### src/rtl/ctrl_microondas_param.sv
// Microwave controller: time/power entry, 1 s countdown, door interlock,
// duty-cycled heater drive and a timed done indication.
module ctrl_microondas_param #(
  parameter int TICK_DIV   = 100000000,
  parameter int MAX_MIN    = 99,
  parameter int MW         = 7,
  parameter int N_POWER    = 3,
  parameter int PW         = 2,
  parameter int DONE_TICKS = 3
) (
  input  logic          clock,
  input  logic          reset,
  input  logic          start,
  input  logic          stop,
  input  logic          pause,
  input  logic          door,
  input  logic          plus,
  input  logic          minus,
  input  logic          power_sel,
  input  logic [1:0]    step_mode,
  output logic [MW-1:0] min,
  output logic [5:0]    sec,
  output logic [PW-1:0] power_lvl,
  output logic [1:0]    state,
  output logic          heating,
  output logic          done
);

  typedef enum logic [1:0] {
    S_IDLE  = 2'd0,
    S_RUN   = 2'd1,
    S_PAUSE = 2'd2,
    S_DONE  = 2'd3
  } state_t;

  localparam int CW = $clog2(TICK_DIV);
  localparam int DW = (DONE_TICKS > 1) ? $clog2(DONE_TICKS) : 1;
  localparam int XW = MW + 5;

  state_t        r_state, w_nx_state;
  logic [MW-1:0] r_min, w_nx_min;
  logic [5:0]    r_sec, w_nx_sec;
  logic [PW-1:0] r_pwr, w_nx_pwr;
  logic [CW-1:0] r_cnt, w_nx_cnt;
  logic [PW-1:0] r_ph, w_nx_ph;
  logic [DW-1:0] r_dn, w_nx_dn;
  logic          r_heat, w_nx_heat;
  logic          r_start_q, r_stop_q, r_pause_q;
  logic          r_plus_q, r_minus_q;

  logic          w_e_start, w_e_stop, w_e_pause;
  logic          w_e_plus, w_e_minus;
  logic          w_tick, w_tpos, w_tone;
  logic [5:0]    w_small;
  logic [XW-1:0] w_big;
  logic [XW-1:0] w_up_m, w_dn_m;
  logic [6:0]    w_up_s, w_dn_s;
  logic [PW-1:0] w_p_up, w_p_dn, w_ph_inc;
  logic [MW-1:0] w_cd_m;
  logic [5:0]    w_cd_s;

  assign w_e_start = start & ~r_start_q;
  assign w_e_stop  = stop  & ~r_stop_q;
  assign w_e_pause = pause & ~r_pause_q;
  assign w_e_plus  = plus  & ~r_plus_q;
  assign w_e_minus = minus & ~r_minus_q;

  assign w_tick = (r_cnt == CW'(TICK_DIV - 1));
  assign w_tpos = (r_min != '0) || (r_sec != '0);
  assign w_tone = (r_min == '0) && (r_sec == 6'd1);

  assign w_p_up = (r_pwr == PW'(N_POWER - 1)) ? r_pwr : r_pwr + 1'b1;
  assign w_p_dn = (r_pwr == '0) ? r_pwr : r_pwr - 1'b1;
  assign w_ph_inc = (r_ph == PW'(N_POWER - 1)) ? '0 : r_ph + 1'b1;

  assign w_cd_m = (r_sec == '0) ? r_min - 1'b1 : r_min;
  assign w_cd_s = (r_sec == '0) ? 6'd59 : r_sec - 6'd1;

  // Steps split into a seconds part and a whole-minutes part
  always_comb begin
    w_small = '0;
    w_big   = '0;
    unique case (step_mode)
      2'b00:   w_small = 6'd1;
      2'b01:   w_small = 6'd10;
      2'b10:   w_big   = XW'(1);
      default: w_big   = XW'(10);
    endcase
    w_up_m = XW'(r_min) + w_big;
    w_up_s = {1'b0, r_sec} + {1'b0, w_small};
    if (w_up_s >= 7'd60) begin
      w_up_s = w_up_s - 7'd60;
      w_up_m = w_up_m + 1'b1;
    end
    if (w_up_m > XW'(MAX_MIN)) begin
      w_up_m = XW'(MAX_MIN);
      w_up_s = 7'd59;
    end
    w_dn_m = XW'(r_min);
    w_dn_s = {1'b0, r_sec};
    if ((XW'(r_min) < w_big) ||
        ((r_min == '0) && (r_sec < w_small))) begin
      w_dn_m = '0;
      w_dn_s = '0;
    end else if (r_sec >= w_small) begin
      w_dn_m = XW'(r_min) - w_big;
      w_dn_s = {1'b0, r_sec - w_small};
    end else begin
      w_dn_m = XW'(r_min) - XW'(1);
      w_dn_s = {1'b0, r_sec} + 7'd60 - {1'b0, w_small};
    end
  end

  always_comb begin
    w_nx_state = r_state;
    w_nx_min   = r_min;
    w_nx_sec   = r_sec;
    w_nx_pwr   = r_pwr;
    w_nx_cnt   = r_cnt;
    w_nx_ph    = r_ph;
    w_nx_dn    = r_dn;
    unique case (r_state)
      S_IDLE: begin
        if (w_e_start && !door && w_tpos) begin
          w_nx_state = S_RUN;
          w_nx_cnt   = '0;
          w_nx_ph    = '0;
        end else if (w_e_plus ^ w_e_minus) begin
          if (power_sel) begin
            w_nx_pwr = w_e_plus ? w_p_up : w_p_dn;
          end else begin
            w_nx_min = MW'(w_e_plus ? w_up_m : w_dn_m);
            w_nx_sec = 6'(w_e_plus ? w_up_s : w_dn_s);
          end
        end
      end
      S_RUN: begin
        if (w_e_stop) begin
          w_nx_state = S_IDLE;
          w_nx_min   = '0;
          w_nx_sec   = '0;
        end else if (w_e_pause || door) begin
          w_nx_state = S_PAUSE;
        end else if (w_tick) begin
          w_nx_cnt = '0;
          w_nx_ph  = w_ph_inc;
          if (w_tone) begin
            w_nx_state = S_DONE;
            w_nx_min   = '0;
            w_nx_sec   = '0;
            w_nx_dn    = '0;
          end else begin
            w_nx_min = w_cd_m;
            w_nx_sec = w_cd_s;
          end
        end else begin
          w_nx_cnt = r_cnt + 1'b1;
        end
      end
      S_PAUSE: begin
        if (w_e_stop) begin
          w_nx_state = S_IDLE;
          w_nx_min   = '0;
          w_nx_sec   = '0;
        end else if ((w_e_start || w_e_pause) && !door) begin
          w_nx_state = S_RUN;
        end
      end
      default: begin
        if (w_e_stop || w_e_start || w_e_pause) begin
          w_nx_state = S_IDLE;
        end else if (w_tick) begin
          w_nx_cnt = '0;
          if (r_dn == DW'(DONE_TICKS - 1)) w_nx_state = S_IDLE;
          else w_nx_dn = r_dn + 1'b1;
        end else begin
          w_nx_cnt = r_cnt + 1'b1;
        end
      end
    endcase
    w_nx_heat = (w_nx_state == S_RUN) && (w_nx_ph <= w_nx_pwr);
  end

  always_ff @(posedge clock or posedge reset) begin
    if (reset) begin
      r_state   <= S_IDLE;
      r_min     <= '0;
      r_sec     <= '0;
      r_pwr     <= '0;
      r_cnt     <= '0;
      r_ph      <= '0;
      r_dn      <= '0;
      r_heat    <= 1'b0;
      r_start_q <= 1'b0;
      r_stop_q  <= 1'b0;
      r_pause_q <= 1'b0;
      r_plus_q  <= 1'b0;
      r_minus_q <= 1'b0;
    end else begin
      r_state   <= w_nx_state;
      r_min     <= w_nx_min;
      r_sec     <= w_nx_sec;
      r_pwr     <= w_nx_pwr;
      r_cnt     <= w_nx_cnt;
      r_ph      <= w_nx_ph;
      r_dn      <= w_nx_dn;
      r_heat    <= w_nx_heat;
      r_start_q <= start;
      r_stop_q  <= stop;
      r_pause_q <= pause;
      r_plus_q  <= plus;
      r_minus_q <= minus;
    end
  end

  assign min       = r_min;
  assign sec       = r_sec;
  assign power_lvl = r_pwr;
  assign state     = r_state;
  assign heating   = r_heat;
  assign done      = (r_state == S_DONE);

endmodule
### config.mk
export PLATFORM = sky130hd
export DESIGN_NAME = ctrl_microondas_param
export DESIGN_NICKNAME = d
export VERILOG_FILES = /design/src/rtl/ctrl_microondas_param.sv
export SDC_FILE = /design/constraint.sdc
export NUM_CORES = 1
export LEC_CHECK = 0
export CORE_MARGIN = 10
export CORE_UTILIZATION = 45
export CTS_BUF_LIST = sky130_fd_sc_hd__clkbuf_8
export CTS_CLUSTER_DIAMETER = 30
export DETAILED_ROUTE_END_ITERATION = 6
export MAX_ROUTING_LAYER = met4
export PLACE_DENSITY = 0.69
export SLEW_MARGIN = 30
export SYNTH_ARGS = -nofsm -noshare
export SYNTH_HDL_FRONTEND = slang
export SYNTH_SLANG_ARGS = --single-unit
export TNS_END_PERCENT = 20
### constraint.sdc
create_clock -name clock -period 4.6 [get_ports clock]
set_clock_uncertainty 0.2 [all_clocks]
set_input_delay 1.38 -clock clock [delete_from_list [all_inputs] [get_ports clock]]
set_output_delay 1.38 -clock clock [all_outputs]
set_load 0.02 [all_outputs]
==> results.cfg <==
[floorplanning]
fp-row-count = 37
die-area_um2 = 15200
die_w_um = 123
initial_core_util_pct = 46.3
core-area_um2 = 10400
io_pins = 30
die_h_um = 123

[sta]
slew_violations = 0
fmax_mhz = 223
fin_crit_sh_pct = 97.3
fin_crit_ns = 4.48
whs_ns = 0.286
worst_slew_pin_slew_ns = 0.730
setup_violations = 0
hold_violations = 0
slew_headroom_pct = 51.3

[cts]
root_buffer = clkbuf_8
cts_max_path_buffers = 2
clk_pin_slew_ns = 0.10
htreeDepth = 2
cts_tree = done
numClockSinks = 54
cts_buffers = 5
worstSkewPairLatency_ns = 0.31

[cells_and_area]
layout.nets = 720
regArea_um2 = 1350
final_util_pct = 56.1
multi_input_area_um2 = 3290
n_fill_cell = 973
drive_above_1_share_pct = 16.4
area_delta_synth_final_pct = 21.1
diodes = 0

[synth]
yosysWarnings = 0
seq_area_frac_synth_pct = 28.1
netlist_instances = 594
synth_top_cells_by_count = nor2_1 (59), dfrtp_1 (54), nand2_1 (53)
yosysMostFrequentCell = nor2_1
synthArstFlopShare_pct = 100
yosysTopAreaCell = dfrtp_1
synthTopCellsByArea = dfrtp_1 (28%), ha_1 (8.6%), o21ai_0 (4.7%), nor2_1 (4.6%), xnor2_1 (4.2%)
synth.avg_cell_area_um2 = 8.09
synth_edf_count = 0
syn_nets = 643
dominantRegCellSynth = dfrtp_1
synth_top_area_share_pct = 28.1
syn_area_um2 = 4800
yosys_register_bits = 54
yosys.cell_types.count = 74

[detailed_routing]
drc = 0
wl_um = 12900
firstDrtPassIters = 5
detail-route-antenna-nets = 0
via_per_inst = 5.80
routedWlPerCell_um = 15.9
vias = 4686
drt_iter0_drc = 357

[grt]
grt_antenna_before_repair = 0
grt_pass1_vias = 4573
grt.overflow.total = 0
grt_pass1_wl_um = 21600
globalRouteMet3Util_pct = 1.87
grt_max_degree = 55
use_met2_pct = 27.2
met1_usage_pct = 23.1
grt-busiest-layer = met2
grt_usage_pct = 17.4

[critical_path]
startpoint_type = input pin
timing.rr.start = min[1]
path_cells = dlygate4sd2_1 > buf_4 > nand2b_4 > inv_2 > buf_4 > ha_1 > buf_4 > or4_4 > nand3_2 > o32ai_4 > buf_4 > nor3_2 > xnor2_2 > and4_4 > nor4_1 > o31ai_1
path_class = input pin to register
startpoint = step_mode[0]
cp_max_fo = 7
cpMostUsedCell = buf_4
worst_ep_arrival_time_ns = 4.48
cp_slowest_stage_delay_ns = 0.53
crit_path_end_kind = register
worst_ep_required_time_ns = 4.61
critPathSlowestCell = or4_4

[min_path]
min_from = r_dn[0]
hold_class = register to register

[power_and_ir_drop]
p_total_mw = 2.73
irDropWorstVdd_mv = 0.327
p_leak_nw = 2.55
powerDensity_nw_per_um2 = 470

[flow_run]
max_cap_violations = 0

[placement]
hpwl_um = 9710
io_buffer_count = 29
gp_congestion = 0.954

[outcome]
status = finished, final reports clean
path summary, 6_finish.rpt:
path | end | slack (ns) | cells after the start
max | sec[5] | 0.12 | 16
min | r_dn[0] | 0.29 | 1
max reg2reg | min[4] | 0.85 | 11
min reg2reg | r_dn[0] | 0.29 | 1
max in group asynchronous | sec[1] | 2.34 | 3
min in group asynchronous | min[5] | 1.37 | 3
layout make-up:
type | instances | share of cell area [%]
clock inverters | 2 | 0.215
flip-flops and latches | 54 | 23.2
well taps | 136 | 2.93
repair buffers | 93 | 13.2
inverters | 39 | 2.52
clock buffers | 6 | 1.42
multi-input cells | 478 | 56.5
stage by stage:
step / worst slack, ns / std cells / cell area, µm² / setup TNS (ns)
after floorplan: 0.00289 / 594 / 4820 / 0
after global placement: -0.345 / 797 / 5640 / -3.54
after detailed placement: -0.469 / 797 / 5640 / -4.90
after CTS: 0.0919 / 808 / 5780 / 0
after global routing: -0.0405 / 808 / 5820 / -0.0885
final: 0.124 / 808 / 5820 / 0
cells in the final DEF, fill, tap and decap left out, types with 5 or more instances in the layout:
cell type / count
nand2b_1: 10
xor2_1: 15
clkbuf_8: 6
o22ai_1: 5
nand3_1: 24
o21ai_0: 44
or3_1: 9
o21ai_1: 7
ha_1: 30
dfrtp_1: 54
clkdlybuf4s50_1: 27
inv_1: 37
a21oi_1: 34
nor3b_1: 5
nor2_1: 57
nand2_1: 53
o211ai_1: 5
mux2i_1: 7
o2bb2ai_1: 5
o31ai_1: 7
nand4_1: 5
nor3_1: 13
nor2b_1: 11
a211oi_1: 7
buf_4: 64
xnor2_1: 21
and3_1: 12
repair_timing:
item	CTS	global route
gates cloned	1	0
hold buffers	0	0
buffers inserted	2	0
pin swaps	6	3
endpoints found under the setup margin	10	9
gates resized for setup	10	8
layer usage:
metal | up-vias | wire length [µm]
met5 | - | 0
met4 | 0 | 219
met3 | 23 | 746
met2 | 168 | 6070
met1 | 2222 | 5830
li1 | 2273 | -
cells by family (layout without fill, tap and decap cells):
family	after synthesis	after routing	synth area share, %
AOI/OAI and AO/OA	155	155	21.2
xor gates and xnor gates	39	39	7.11
adders and majority gates	38	38	10.7
buffers and inverters	63	140	5.39
DFF	54	54	28.1
muxes	8	8	1.69
and+or+nand+nor	237	238	25.8
worst max-delay path: cells and delay by family:
family / cells / cell delay (ns)
AO/OA/AOI/OAI: 2 / 0.41
AND/OR/NAND/NOR: 6 / 1.31
adder cells (fa/ha/maj): 1 / 0.29
buffers and inverters: 6 / 0.92
XOR/XNOR: 1 / 0.16
registers in the layout (all words and copies together), names as in the netlist, 2 cells and up:
register	cells
r_dn	2
min	7
r_cnt	27
sec	6
state	2
power_lvl	2
r_ph	2
power by group:
group | internal, mW | switching, mW | total, mW
clock | 0.123 | 0.160 | 0.283
sequential | 0.535 | 0.191 | 0.727
combinational | 0.827 | 0.895 | 1.72
(Power assumes the default switching activity.)
==> RTL change 1, RTL diff (config.mk and constraints unchanged) <==
Put one more register stage on the output `power_lvl`, cleared by the reset. The value now appears one clock later. The other outputs are not delayed to match.
--- a/src/rtl/ctrl_microondas_param.sv
+++ b/src/rtl/ctrl_microondas_param.sv
@@ -215,7 +215,13 @@
 
   assign min       = r_min;
   assign sec       = r_sec;
-  assign power_lvl = r_pwr;
+  always_ff @(posedge clock or posedge reset) begin
+    if (reset) begin
+      power_lvl <= '0;
+    end else begin
+      power_lvl <= r_pwr;
+    end
+  end
   assign state     = r_state;
   assign heating   = r_heat;
   assign done      = (r_state == S_DONE);
Function: changed (Yosys sat finds a counterexample within 4 cycles, from zero or initial values and one cycle with reset high).
==> RTL change 1 against the original RTL <==
Setup slack better by 39 ps. Wire length grew 10%. Via count rose by 5.6%. Critical endpoint is now min[3]$_DFFE_PP0P_. Sequential share of layout area is 0.10 points higher. Cell area rose by 3.2%. Area after synthesis up 3.3%. Sequential cell count increased by 2. Register-to-register slack improved by 150 ps. Largest power group unchanged. Largest cell class unchanged. Non-clock buffer count is 8 higher. Power rose by 7.2%. Worst hold slack improved by 13 ps.
==> RTL change 1: results (changes against the original RTL) <==
The run gives 23300 µm (+7.7%) as the global-route wire length before repair. Counting instances in the post-synthesis netlist gives the leading cell types as 70 x o21ai_0, 59 x nand2_1, 56 x dfrtp_1. The slew at the pin with the worst max-slew slack is 686 ps (-43.9 ps).

The post-DP HPWL was 10900 µm (+12%). The worst path arrival time is 4440 ps (-40 ps). Yosys attributes the largest share of cell area to dfrtp_1 28%, ha_1 8.3%, o21ai_0 7.1%.

The routed length per placed instance was 16.8 µm (+5.3%); the number of filler cells placed in the layout was 988 (+1.5%). The worst supply voltage drop on vdd is 304 µV (-7.1%). For the count of different cell masters after synthesis, the log shows 78 (+5.4%). The startpoint of the lowest-slack register-to-register path was min[1]$_DFFE_PP0P_. The tools report the global-route met2 utilization as 28.2% (+1.1 points). The maximum fanout encountered on the critical timing path works out to 4 (-3). The cell count of the worst hold path came out at 0 (-1).

The portion of the post-synthesis area used by sequential elements was 28.3% (+0.12 points). Fraction of layout instances using a drive strength above 1: 16.1% (-0.32 points). The run finished with clean final reports.

For the first-iteration detailed-routing DRC count, the log shows 360 (+0.84%). The weighted congestion reported at the end of routability-driven placement is 0.964 (+1.0%), and the net count of the finished layout is 752 (+4.4%). The global routing usage on met3 came out at 1.82% (-0.052 points).

The leakage power summed over all cells was 2.59 nW (+1.4%); the synthesized net count was 672 (+4.5%). For the total global-route track usage, the log shows 17.6% (+0.23 points). The tools report the largest net degree at the start of global routing as 35 (-36%).
RTL change 1: logic make-up (layout without fill, tap and decap cells):
logic type               Yosys count  count (layout)  synth area share (%)
flip-flops                        56              56                  28.3
AO/OA/AOI/OAI                    188             188                  24.1
adder cells (fa/ha/maj)           38              38                  10.3
buffers and inverters             67             148                  5.55
multiplexers                       3               3                 0.605
AND/OR/NAND/NOR                  243             243                  26.2
XOR/XNOR                          28              28                  4.94
RTL change 1: worst max-delay path, stage by stage:
cell and delay, ps:
dlygate4sd2_1 290, nor2_1 100, ha_1 220, fa_2 400
xor2_1 170, ha_2 230, and3b_1 190, o31a_1 280
o211ai_1 230, xnor2_1 140, o31ai_2 430, nor3b_1 90
a211o_1 280
RTL change 1: layer usage:
metal | up-vias | part of all wire, %
met5 | - | 0
li1 | 2405 | -
met2 | 125 | 48
met4 | 0 | 0.47
met1 | 2413 | 47
met3 | 7 | 4.7
RTL change 1: what timing repair did:
| item | in CTS | in global routing |
|---|---|---|
| pin swaps | 7 | 2 |
| buffers inserted | 1 | 0 |
| gates resized for setup | 16 | 2 |
| setup endpoints to repair | 12 | 7 |
RTL change 1: worst paths after layout:
kind / end / slack (ps)
max: min[3]$_DFFE_PP0P_ / 160
min in group asynchronous: sec[4]$_DFFE_PP0P_ / 1230
max reg2reg: min[3]$_DFFE_PP0P_ / 1000
max in group asynchronous: r_pwr[1]$_DFF_PP0_ / 2150
min reg2reg: power_lvl[1]$_DFF_PP0_ / 300
min: power_lvl[1]$_DFF_PP0_ / 300
RTL change 1: final cells by class:
cell class | instances | area [µm²] | share of cell area (%)
Clock buffer | 6 | 82.6 | 1.38
Clock inverter | 2 | 11.3 | 0.188
Inverter | 39 | 146 | 2.44
Multi-Input combinational cell | 500 | 3360 | 56.0
Sequential cell | 56 | 1400 | 23.3
Tap cell | 140 | 175 | 2.92
Timing Repair Buffer | 101 | 828 | 13.8
RTL change 1: power breakdown:
part	internal, mW	switching [mW]	leakage, nW
registers	0.571	0.219	0.744
clock network	0.121	0.163	0.0486
logic	0.857	0.997	1.80
total	1.55	1.38	2.59
RTL change 1: through the flow:
stage / utilization [%] / cell area [µm²] / std cells / setup slack (ps) / power (mW)
2_1_floorplan: - / 4970 / 623 / 2.49 / 1.87
3_3_place_gp: 54.1 / 5840 / 835 / -429 / 2.55
3_5_place_dp: 54.1 / 5840 / 835 / -541 / 2.59
4_1_cts: 55.6 / 6000 / 844 / 176 / 2.92
5_1_grt: 55.6 / 6010 / 844 / -12.8 / 3.15
6_report: 55.6 / 6010 / 844 / 164 / 2.93
==> RTL change 2, RTL diff (same flow settings) <==
Made on the original files. The parameter `DONE_TICKS` goes from 3 to 2.
--- a/src/rtl/ctrl_microondas_param.sv
+++ b/src/rtl/ctrl_microondas_param.sv
@@ -6,7 +6,7 @@
   parameter int MW         = 7,
   parameter int N_POWER    = 3,
   parameter int PW         = 2,
-  parameter int DONE_TICKS = 3
+  parameter int DONE_TICKS = 2
 ) (
   input  logic          clock,
   input  logic          reset,
Check against the original RTL: no difference found for any inputs over 4 cycles, from zero or initial values and one cycle with reset high; that may be too few to reach the edited logic, so the function may still have changed.
==> RTL change 2 against the original RTL <==
Register-to-register slack worse by 100 ps. Via count down 0.30%. Count of clock-buffer cells in the layout down 1. Wire length up 0.84%. Area after synthesis down 1.5%. Setup slack better by 25 ps. Power up 19%. Combinational power up 27%. Sequential cell count down 1. Cell area up 0.77%. Critical endpoint is now min[4]$_DFFE_PP0P_. Largest cell class unchanged. Highest routed layer unchanged.
==> RTL change 2: results (changes against the original RTL) <==
For the portion of the post-synthesis area used by sequential elements, the log shows 28.0% (-0.10 points). For hold timing, the worst endpoint is r_cnt[3]$_DFFE_PP0P_. The net count of the finished layout was 717 (-0.42%); the global-route wire length before repair was 22000 µm (+1.6%). The leakage power summed over all cells was 2.58 nW (+0.99%).

Yosys attributes the largest share of cell area to dfrtp_1 28%, ha_1 8.7%, o21ai_0 4.5%. The delay contributed by the slowest stage of the critical path was 510 ps (-20 ps). In the synthesized netlist, the cells that appear most often are 56 x nor2_1, 54 x nand2_1, 53 x dfrtp_1. For the pre-CTS setup slack, the log shows -674 ps (-205 ps). For the total detailed-routing wirelength, the log shows 13000 µm (+0.84%). The worst max-slew margin expressed relative to the limit was 50.4% (-0.88 points); the number of diodes was 0 (unchanged). Ranked by flip-flop count, first place goes to r_cnt. The slowest stage of the critical path is the or4_1 cell. The final non-filler cell total is 805 (-0.37%), and the synthesized net count is 629 (-2.2%). The count of different cell masters after synthesis was 78 (+5.4%); the weighted congestion reported at the end of routability-driven placement was 0.907 (-4.9%).

The adder-cell share of the synthesized area works out to 10.8% (+0.16 points). Fraction of layout instances using a drive strength above 1: 18.4% (+2.0 points). The logs give 910 (-6.5%) for the number of filler cells placed in the layout and 750 ps (-100 ps) for the slack of the worst reg-to-reg path. The startpoint of the lowest-slack register-to-register path was sec[1]$_DFFE_PP0P_. The post-DP HPWL was 9850 µm (+1.4%). The flow ran to the end, and the final reports show no timing, DRC or antenna violations. The post-synthesis compound-gate area fraction is 20.9% (-0.29 points), and the cell count after synthesis is 580 (-2.4%).

The logs give 219 µV (-33%) for the worst supply voltage drop on vdd and 4510 ps (+30 ps) for the worst path arrival time. Multiplexer share of the synthesized area: 1.77% (+0.078 points). The via count of the first global-routing pass is 4664 (+2.0%).

The tools report the endpoint of the most critical register-to-register path as min[2]$_DFFE_PP0P_. The run gives 18.1% (+0.72 points) as the total global-route track usage. The tools report the first-iteration detailed-routing DRC count as 474 (+33%).
==> RTL change 2: cell count changes in the layout (fill, tap and decap cells not counted), moves of 5 or more <==
cell / change
a211oi_1: -5
nor3_1: +5
xnor2_1: -5
inv_1: -5
buf_4: +10
o21ai_1: -6
or2_1: +5
o2bb2ai_1: -5
a21oi_1: -8
==> RTL change 2: worst max path at each step <==
stage | startpoint | end | slack (ps) | cells past startpoint
final | step_mode[1] | min[4]$_DFFE_PP0P_ | 150 | 18
after global routing | step_mode[1] | min[0]$_DFFE_PP0P_ | 10 | 18
after CTS | step_mode[0] | min[2]$_DFFE_PP0P_ | 5 | 16
after detailed placement | step_mode[0] | sec[5]$_DFFE_PP0P_ | -670 | 16
after global placement | step_mode[0] | sec[5]$_DFFE_PP0P_ | -590 | 17
after floorplan | step_mode[1] | sec[5]$_DFFE_PP0P_ | 3 | 16
==> RTL change 2: cell families (layout without fill, tap and decap cells) <==
logic type	count (synthesis)	in the layout
flops	53	53
compound gates	144	145
fa+ha+maj	38	38
simple gates	245	245
buf+inv	57	145
xor+xnor	35	35
mux	8	8
==> RTL change 2: repair_timing <==
item,in CTS,in global routing
gates resized for setup,15,4
setup buffers,5,1
pin swaps,15,7
endpoints found under the setup margin,13,13
gates cloned,1,0
hold buffers,0,0
==> RTL change 2: metrics by stage <==
stage | instance area (µm²) | hold WS, ps | TNS, ps | utilization (%)
floorplan | 4780 | 265 | 0 | -
finish | 5860 | 322 | 0 | 57.0
global placement | 5650 | 287 | -6860 | 54.9
CTS | 5850 | 318 | 0 | 56.9
global route | 5860 | 348 | 0 | 57.0
detailed placement | 5650 | 299 | -7800 | 54.9
==> RTL change 2: where the power goes <==
group | switching [mW] | internal, mW
Clock | 0.173 | 0.166
Sequential | 0.205 | 0.542
Combinational | 1.19 | 0.982
Total | 1.57 | 1.69
==> RTL change 2: final cells by class <==
| class | instances | area, µm² | share of cell area, % |
|---|---|---|---|
| Sequential cell | 53 | 1330 | 22.6 |
| Tap cell | 136 | 170 | 2.90 |
| Clock buffer | 5 | 68.8 | 1.17 |
| Timing Repair Buffer | 103 | 836 | 14.3 |
| Multi-Input combinational cell | 471 | 3290 | 56.1 |
| Inverter | 34 | 128 | 2.18 |
| Clock inverter | 3 | 47.5 | 0.811 |
==> RTL change 2: layer usage <==
metal | GRT usage [%] | share of wire [%] | routed length, µm
met2 | 29.4 | 48 | 6180
met1 | 22.7 | 46 | 5950
met5 | - | 0 | 0
met4 | 6.70 | 2.2 | 285
met3 | 2.07 | 4.4 | 565
